`config.mk`:
```
export PLATFORM = sky130hd
export DESIGN_NAME = wb_write_port
export DESIGN_NICKNAME = d
export VERILOG_FILES = /design/src/rtl/wb_write_port.sv
export SDC_FILE = /design/constraint.sdc
export NUM_CORES = 1
export LEC_CHECK = 0
export BUFFER_PORTS_ARGS = -buffer_cell sky130_fd_sc_hd__buf_2
export CORE_ASPECT_RATIO = 0.75
export CORE_MARGIN = 2
export CORE_UTILIZATION = 55
export CTS_CLUSTER_SIZE = 25
export DETAILED_ROUTE_END_ITERATION = 8
export GPL_TIMING_DRIVEN = 0
export PLACE_DENSITY_LB_ADDON = 0.1
export SLEW_MARGIN = 15
export SYNTH_ARGS = -nofsm -noshare
export SYNTH_HDL_FRONTEND = slang
export SYNTH_SLANG_ARGS = --single-unit
```
`constraint.sdc`:
```
create_clock -name clk -period 3.1 [get_ports clk]
set_clock_uncertainty 0.05 [all_clocks]
set_input_delay 0.62 -clock clk [delete_from_list [all_inputs] [get_ports clk]]
set_output_delay 0.62 -clock clk [all_outputs]
set_load 0.05 [all_outputs]
```
`src/rtl/wb_write_port.sv`:
```
// Writeback owner of the regfile write port: MEM/WB register plus a late-result FIFO, merged pipeline-first.
// Optional macro WB_SCOREBOARD_EN enables busy1/busy2 hazard reporting against queued destinations.
module wb_write_port #(
  parameter int LQ_DEPTH = 4,
  parameter int LQ_AW    = 2
) (
  input  logic             clk,
  input  logic             clr_n,
  input  logic             stall,
  input  logic             flush,
  input  logic             mem_we,
  input  logic [4:0]       mem_waddr,
  input  logic [31:0]      mem_wdata,
  input  logic             lr_valid,
  input  logic [4:0]       lr_waddr,
  input  logic [31:0]      lr_wdata,
  output logic             lr_ready,
  input  logic [4:0]       raddr1,
  input  logic [4:0]       raddr2,
  output logic             busy1,
  output logic             busy2,
  output logic             we,
  output logic [4:0]       waddr,
  output logic [31:0]      wdata,
  output logic [LQ_AW:0]   lq_level
);

  localparam int DATA_W = 32;
  localparam int ADDR_W = 5;

  logic              vld_p0;
  logic              used_p0;
  logic [ADDR_W-1:0] addr_p0;
  logic [DATA_W-1:0] data_p0;

  logic [ADDR_W-1:0] lq_addr [LQ_DEPTH];
  logic [DATA_W-1:0] lq_data [LQ_DEPTH];
  logic [LQ_AW-1:0]  rd_ptr;
  logic [LQ_AW-1:0]  wr_ptr;
  logic [LQ_AW:0]    level;

  logic full;
  logic empty;
  logic sel_pipe;
  logic pop;
  logic push;

  assign full     = (level == (LQ_AW+1)'(LQ_DEPTH));
  assign empty    = (level == '0);
  assign sel_pipe = vld_p0 && !used_p0;
  assign pop      = !sel_pipe && !empty;
  // r0 pushes complete the handshake but never occupy a slot
  assign push     = lr_valid && !full && (lr_waddr != '0);

  assign lr_ready = !full;
  assign lq_level = level;

  // MEM/WB stage and queue control
  always_ff @(posedge clk or negedge clr_n) begin
    if (!clr_n) begin
      vld_p0  <= 1'b0;
      used_p0 <= 1'b0;
      rd_ptr  <= '0;
      wr_ptr  <= '0;
      level   <= '0;
    end else begin
      if (flush) begin
        vld_p0  <= 1'b0;
        used_p0 <= 1'b0;
      end else if (!stall) begin
        vld_p0  <= mem_we && (mem_waddr != '0);
        used_p0 <= 1'b0;
      end else if (sel_pipe) begin
        used_p0 <= 1'b1;
      end
      if (push) wr_ptr <= wr_ptr + 1'b1;
      if (pop)  rd_ptr <= rd_ptr + 1'b1;
      if (push && !pop)      level <= level + 1'b1;
      else if (!push && pop) level <= level - 1'b1;
    end
  end

  always_ff @(posedge clk) begin
    if (!stall && !flush) begin
      addr_p0 <= mem_waddr;
      data_p0 <= mem_wdata;
    end
    if (push) begin
      lq_addr[wr_ptr] <= lr_waddr;
      lq_data[wr_ptr] <= lr_wdata;
    end
  end

  // write port select
  always_comb begin
    we    = 1'b0;
    waddr = '0;
    wdata = '0;
    if (sel_pipe) begin
      we    = 1'b1;
      waddr = addr_p0;
      wdata = data_p0;
    end else if (!empty) begin
      we    = 1'b1;
      waddr = lq_addr[rd_ptr];
      wdata = lq_data[rd_ptr];
    end
  end

`ifdef WB_SCOREBOARD_EN
  // occupied slots are the first 'level' entries starting at the head
  always_comb begin
    busy1 = 1'b0;
    busy2 = 1'b0;
    for (int i = 0; i < LQ_DEPTH; i++) begin
      if ((LQ_AW+1)'(i) < level) begin
        if (raddr1 != '0 && lq_addr[rd_ptr + LQ_AW'(i)] == raddr1) busy1 = 1'b1;
        if (raddr2 != '0 && lq_addr[rd_ptr + LQ_AW'(i)] == raddr2) busy2 = 1'b1;
      end
    end
  end
`else
  logic unused_raddr;
  assign unused_raddr = ^{raddr1, raddr2};
  assign busy1 = 1'b0;
  assign busy2 = 1'b0;
`endif

endmodule

```
==> flow_summary_export.csv, run 1 <==
group,metric,value,unit
run_status,status,"finished, final reports clean",
setup_path,cp_max_fo,10,
synthesis,synth_top_area_frac,0.7554,
cts,htree_levels,4,
power_and_ir_drop,p_leak,3.243,nW
power_and_ir_drop,vdd_drop_max,0.5653,mV
floorplan,design.die.area,0.01432,mm^2
synthesis,synth_top_area_cell,"edfxtp_1",
power_and_ir_drop,p_per_area,1037,mW/mm^2
cts,cts.clk_slew.worst_paths,0.08,ns
timing,fin_hold_ws,0.3140,ns
drt,routed_via_density,5.619,
drt,drc_errors,0,
cells_and_area,drive_above_1_share,0.4461,
synthesis,yosysWarnings,0,
timing,period_minus_slack,2.947,ns
grt,grt_max_degree,38,
placed_design,place_hpwl,8.690,mm
grt,antenna_found_initial,0,
setup_path,worstPathArrival,2.28,ns
timing,hold_violations,0,
hold_path,min_path_type,"in2reg",
cts,clockRootBuffer,"clkbuf_16",
placed_design,place.gp.congestion,0.7118,
drt,wl_per_cell,21.42,um
setup_path,worstSetupEndpointType,"output port",
drt,first_iter_violations,275,
run,drv_cap,0,
cts,post-cts-setup-buffers,0,
cells_and_area,nets,565,
timing,drv_slew,0,
synthesis,syn_inst,325,
floorplan,die_h,104.1,um
drt,first_pass_iters,4,
cts,clock_latency,0.42,ns
cts,cts_buffer_depth,2,
cells_and_area,fillers,868,
setup_path,crit_type,"reg2out",
timing,fin_setup_tns,0,ns
floorplan,io_pins,134,
floorplan,start_util,0.5650,
synthesis,seq_area_frac_synth,0.7860,
floorplan,dieWidth,137.5,um
synthesis,ys_seq_elements,194,
floorplan,row_count,36,
grt,grt_pass1_vias,3863,
placed_design,io_buffers,121,
grt,grt_overflow,0,
grt,grt_pass1_wl,21.20,mm
grt,gr-usage-all-layers,0.2063,
timing,rsz0062_at_grt,"false",
synthesis,synth_area_per_cell,22.63,um^2
drt,ant_nets,0,
cells_and_area,diodes,0,
synthesis,synthDistinctLibCells,29,
timing,fmax,339.4,MHz
cts,cts_buffers,17,
floorplan,coreArea,0.01302,mm^2
synthesis,ys_top_cells_by_area,"edfxtp_1 (76%), mux4_2 (11%), a22o_1 (4.4%), dfrtp_1 (3.1%), ha_1 (0.85%)",
timing,worst_pin_slew,1.066,ns
synthesis,syn-cell-area,0.007355,mm^2
setup_path,cp-start-kind,"flip-flop",
timing,setup_viol,0,
cts,clock-sinks,194,
cts,tritoncts,"done",
drt,via_count,3669,
cells_and_area,syn_to_final_growth,20.31,%
timing,post-route-period-util,0.9506,
timing,slew_headroom,0.2892,
drt,drt_wl_total,13.99,mm
setup_path,worstPathRequired,2.43,ns
==> kinds of logic after synthesis <==
family                     share of synthesized area
DFF                                           0.7860
AOI/OAI and AO/OA                            0.04815
muxes                                         0.1169
buffers and inverters                        0.01531
and+or+nand+nor                              0.01480
adders and majority gates                    0.01123
xor gates and xnor gates                    0.007145
other                                      0.0005099
==> what timing repair did <==
item	CTS	global route
gates resized for setup	4	0
hold buffers	1	0
endpoints found under the setup margin	12	0
hold endpoints to repair	9	0
==> final cells by class <==
class | instances | area (um^2) | share of cell area
buffer | 18 | 101.3 | 0.01145
clock buffer | 18 | 429.2 | 0.04850
clock inverter | 14 | 160.2 | 0.01810
inverter | 4 | 15.01 | 0.001697
multi-input combinational | 110 | 1478 | 0.1670
sequential | 194 | 5781 | 0.6533
tap | 171 | 214.0 | 0.02418
timing repair buffer | 124 | 670.6 | 0.07579
==> metrics by stage <==
stage,cells,util,setup WS (ns),power (W),cell area (um^2)
2_1_floorplan,326,-,0.4002,0.006267,7358
5_1_grt,653,0.6797,0.02479,0.009580,8848
4_1_cts,653,0.6797,0.1236,0.009282,8848
6_report,653,0.6797,0.1532,0.009177,8848
3_5_place_dp,620,0.6330,0.3286,0.007105,8240
3_3_place_gp,618,0.6282,-1.159,0.007042,8178
==> power breakdown <==
| group | internal (W) | leakage, nW | switching [W] |
|---|---|---|---|
| combinational | 0.00117 | 1.15 | 0.00232 |
| sequential | 0.00339 | 1.81 | 0.000137 |
| clock | 0.00115 | 0.287 | 0.00101 |
| total | 0.00571 | 3.24 | 0.00347 |
==> worst max-delay path, cell delays in order, from the launching register on <==
cell	delay (ns)
dfrtp_1	0.48
nor3_2	0.12
nor2_1	0.18
buf_2	0.30
clkbuf_2	0.33
a22o_1	0.18
buf_2	0.27
==> metal layers <==
layer  wire (um)  vias up  GRT usage
met4         128        0    0.05744
li1            -     1652          -
met1        6105     1891     0.2792
met2        6846      116     0.3319
met5           0        -          0
met3         905       10    0.05897
==> synth_stat cells <==
library cell	number
a22o_1	37
and2_2	4
buf_2	6
buf_4	2
buf_6	2
clkbuf_1	8
conb_1	1
dfrtp_1	9
edfxtp_1	185
fa_1	1
ha_1	5
inv_1	4
mux2_2	1
mux2_4	1
mux4_2	37
nand2_1	1
nand2b_1	1
nor2_1	4
nor2b_1	1
nor3_1	1
nor3b_1	2
o211a_4	1
o211ai_1	1
o21ai_0	1
or3b_2	1
or4_1	1
or4_4	1
xnor2_1	2
xor2_1	4
==> state kept, by name, summed over array words and instances (netlist names) <==
register,cells
addr_p0,5
data_p0,32
lq_addr,20
lq_data,128
lq_level,3
rd_ptr,2
used_p0,1
vld_p0,1
wr_ptr,2
==> cells in the final DEF (no fill, tap or decap), types with 2 or more instances in the layout <==
cell	netlist	final
clkinv_4	0	2
dfrtp_1	9	9
and2_2	4	4
buf_2	6	127
inv_6	0	5
inv_1	4	4
nor2_1	4	3
mux4_2	37	37
clkbuf_2	0	3
inv_8	0	4
ha_1	5	5
buf_4	2	2
conb_1	1	2
nor3b_1	2	2
xor2_1	4	4
a22o_1	37	37
buf_6	2	2
xnor2_1	2	2
edfxtp_1	185	185
clkbuf_16	0	17
buf_16	0	2
clkbuf_1	8	6
==> path summary, 6_finish.rpt <==
path,from,to,slack [ns],cells after the start
worst min-delay path,mem_wdata[18],data_p0[18],0.31,1
worst max-delay path,lq_level[0],wdata[2],0.15,6
worst max register to register,lq_level[0],lq_level[2],0.55,10
worst min register to register,lq_level[2],lq_level[2],0.49,1
max in group asynchronous,clr_n,vld_p0,2.27,2
min in group asynchronous,clr_n,lq_level[2],0.53,2
Note: power is estimated with default switching activity, not from simulation.
==> inputs of run 2 (changes only) <==
Settings changed: CORE_MARGIN 2 to unset.
==> flow_summary_export.csv, run 2 (synthesized netlist as in run 1, its figures left out) <==
group,metric,value,unit
hold_path,hold_start,"mem_wdata[17]",
setup_path,reg2regPathDepth,10,
power_and_ir_drop,clock_power_share,0.230,
cells_and_area,stdcell_area,0.008777,mm^2
setup_path,worst-path-buf-inv,2,
timing,period_minus_slack,2.974,ns
timing,hold_violations,0,
drt,via_count,3699,
floorplan,coreArea,0.01302,mm^2
power_and_ir_drop,vdd_drop_max,0.5654,mV
cells_and_area,syn_to_final_growth,19.34,%
setup_path,crit_cells,5,
cts,cts.clk_slew.worst_paths,0.07,ns
power_and_ir_drop,pwr-share-comb,0.382,
cells_and_area,largest_reg_flops,128,
drt,first_iter_violations,207,
cts,post-cts-setup-buffers,0,
grt,grt_pass1_wl,20.53,mm
placed_design,place_area,0.008205,mm^2
cts,cts_buffer_depth,2,
cells_and_area,max_flop_register,"lq_data",
timing,post-route-period-util,0.9593,
cells_and_area,final_cell_mix,"edfxtp_1 (185), buf_2 (127), mux4_2 (37), a22o_1 (37), clkbuf_16 (17)",
setup_path,worstPathRequired,2.43,ns
cts,clockRootBuffer,"clkbuf_16",
placed_design,place_hpwl,8.339,mm
cts,tritoncts,"done",
cells_and_area,drive_above_1_share,0.4438,
grt,grt_pass1_vias,3653,
timing,drv_slew,0,
grt,grt_overflow,0,
floorplan,io_pins,134,
setup_path,rrSetupSlack,0.41,ns
setup_path,cp-start-kind,"flip-flop",
cells_and_area,largest_registers,"lq_data x128, data_p0 x32, lq_addr x20",
setup_path,worstPathArrival,2.30,ns
setup_path,reg2reg_to,"lq_level[2]",
setup_path,cp_max_fo,10,
hold_path,min_path_type,"in2reg",
cts,clock_latency,0.43,ns
floorplan,die_h,102.1,um
cts,htree_levels,4,
grt,antenna_found_initial,0,
drt,routed_via_density,5.682,
cells_and_area,layout_commonest_cell,"edfxtp_1",
drt,ant_nets,0,
cts,clock-sinks,194,
setup_path,startpoint,"lq_level[0]",
placed_design,io_buffers,121,
run_status,status,"finished, final reports clean",
drt,wl_per_cell,21.13,um
setup_path,path_cells,"nor3_1 > nor2_1 > clkbuf_1 > a22o_1 > buf_2",
cells_and_area,fin_util,0.6743,
setup_path,cpLargestDelayFamily,"simple AND/OR/NAND/NOR gates",
power_and_ir_drop,p_per_area,1035,mW/mm^2
cells_and_area,diodes,0,
floorplan,row_count,36,
power_and_ir_drop,p_int,0.005613,W
power_and_ir_drop,p_total,0.009081,W
power_and_ir_drop,switchingPower,0.003468,W
cells_and_area,stdcell_count,651,
power_and_ir_drop,p_sw_frac,0.3819,
cts,cts_buffers,17,
grt,gr-usage-all-layers,0.2153,
placed_design,post-place-cells,619,
setup_path,timing.rr.start,"lq_level[0]",
cells_and_area,fillers,908,
timing,setup_viol,0,
grt,grt_max_degree,38,
timing,fmax,336.3,MHz
floorplan,start_util,0.5650,
drt,drc_errors,0,
setup_path,endpoint,"wdata[18]",
power_and_ir_drop,p_leak,3.212,nW
timing,worst_pin_slew,1.074,ns
floorplan,dieWidth,135.5,um
placed_design,place.gp.congestion,0.7264,
power_and_ir_drop,seq_power_share,0.387,
timing,rsz0062_at_grt,"false",
drt,drt_wl_total,13.75,mm
cells_and_area,nets,563,
run,drv_cap,0,
setup_path,slowest_stage,"dfrtp_1",
setup_path,crit_type,"reg2out",
floorplan,design.die.area,0.01384,mm^2
drt,first_pass_iters,4,
setup_path,worstSetupEndpointType,"output port",
timing,fin_hold_ws,0.3021,ns
setup_path,cp_slowest_stage_delay,0.46,ns
timing,slew_headroom,0.2838,
run 2: power by group through the flow:
stage	combinational, W	sequential [W]	clock [W]
floorplan	0.00267	0.00360	0
global placement	0.00348	0.00356	0
detailed placement	0.00352	0.00358	0
CTS	0.00353	0.00352	0.00213
global route	0.00370	0.00356	0.00222
finish	0.00347	0.00352	0.00209
run 2: final cells by class:
cell class / instances / area [um^2] / share of cell area
clock buffer: 17 / 425.4 / 0.04847
timing repair buffer: 123 / 635.6 / 0.07242
inverter: 4 / 15.01 / 0.001711
sequential: 194 / 5781 / 0.6586
multi-input combinational: 110 / 1473 / 0.1678
buffer: 17 / 96.34 / 0.01098
clock inverter: 15 / 137.6 / 0.01568
tap: 171 / 214.0 / 0.02438
run 2: metal layers:
layer  vias up  wire length, um  global-route usage
li1       1658                -                   -
met1      1900             6014              0.2977
met2       124             6603              0.3294
met3        17              919             0.05952
met4         0              215             0.08816
met5         -                0                   0
run 2: worst min-delay path by stage:
stage	endpoint	slack (ns)	cells past startpoint
global route	data_p0[8]	0.29	1
CTS	data_p0[17]	0.29	1
global placement	lq_level[1]	0.44	1
detailed placement	rd_ptr[1]	0.44	1
floorplan	lq_level[0]	0.27	0
finish	data_p0[17]	0.30	1
run 2: metrics by stage:
| step | TNS [ns] | worst slack [ns] |
|---|---|---|
| 2_1_floorplan | 0 | 0.4002 |
| 3_3_place_gp | -32.22 | -1.160 |
| 3_5_place_dp | 0 | 0.2847 |
| 4_1_cts | 0 | 0.07344 |
| 5_1_grt | 0 | 0.03120 |
| 6_report | 0 | 0.1260 |
run 2: what timing repair did:
| action | 4_1_cts | 5_1_grt |
|---|---|---|
| hold buffers | 1 | 0 |
| resized for setup | 2 | 0 |
| setup endpoints to repair | 19 | 0 |
| endpoints found under the hold margin | 9 | 0 |
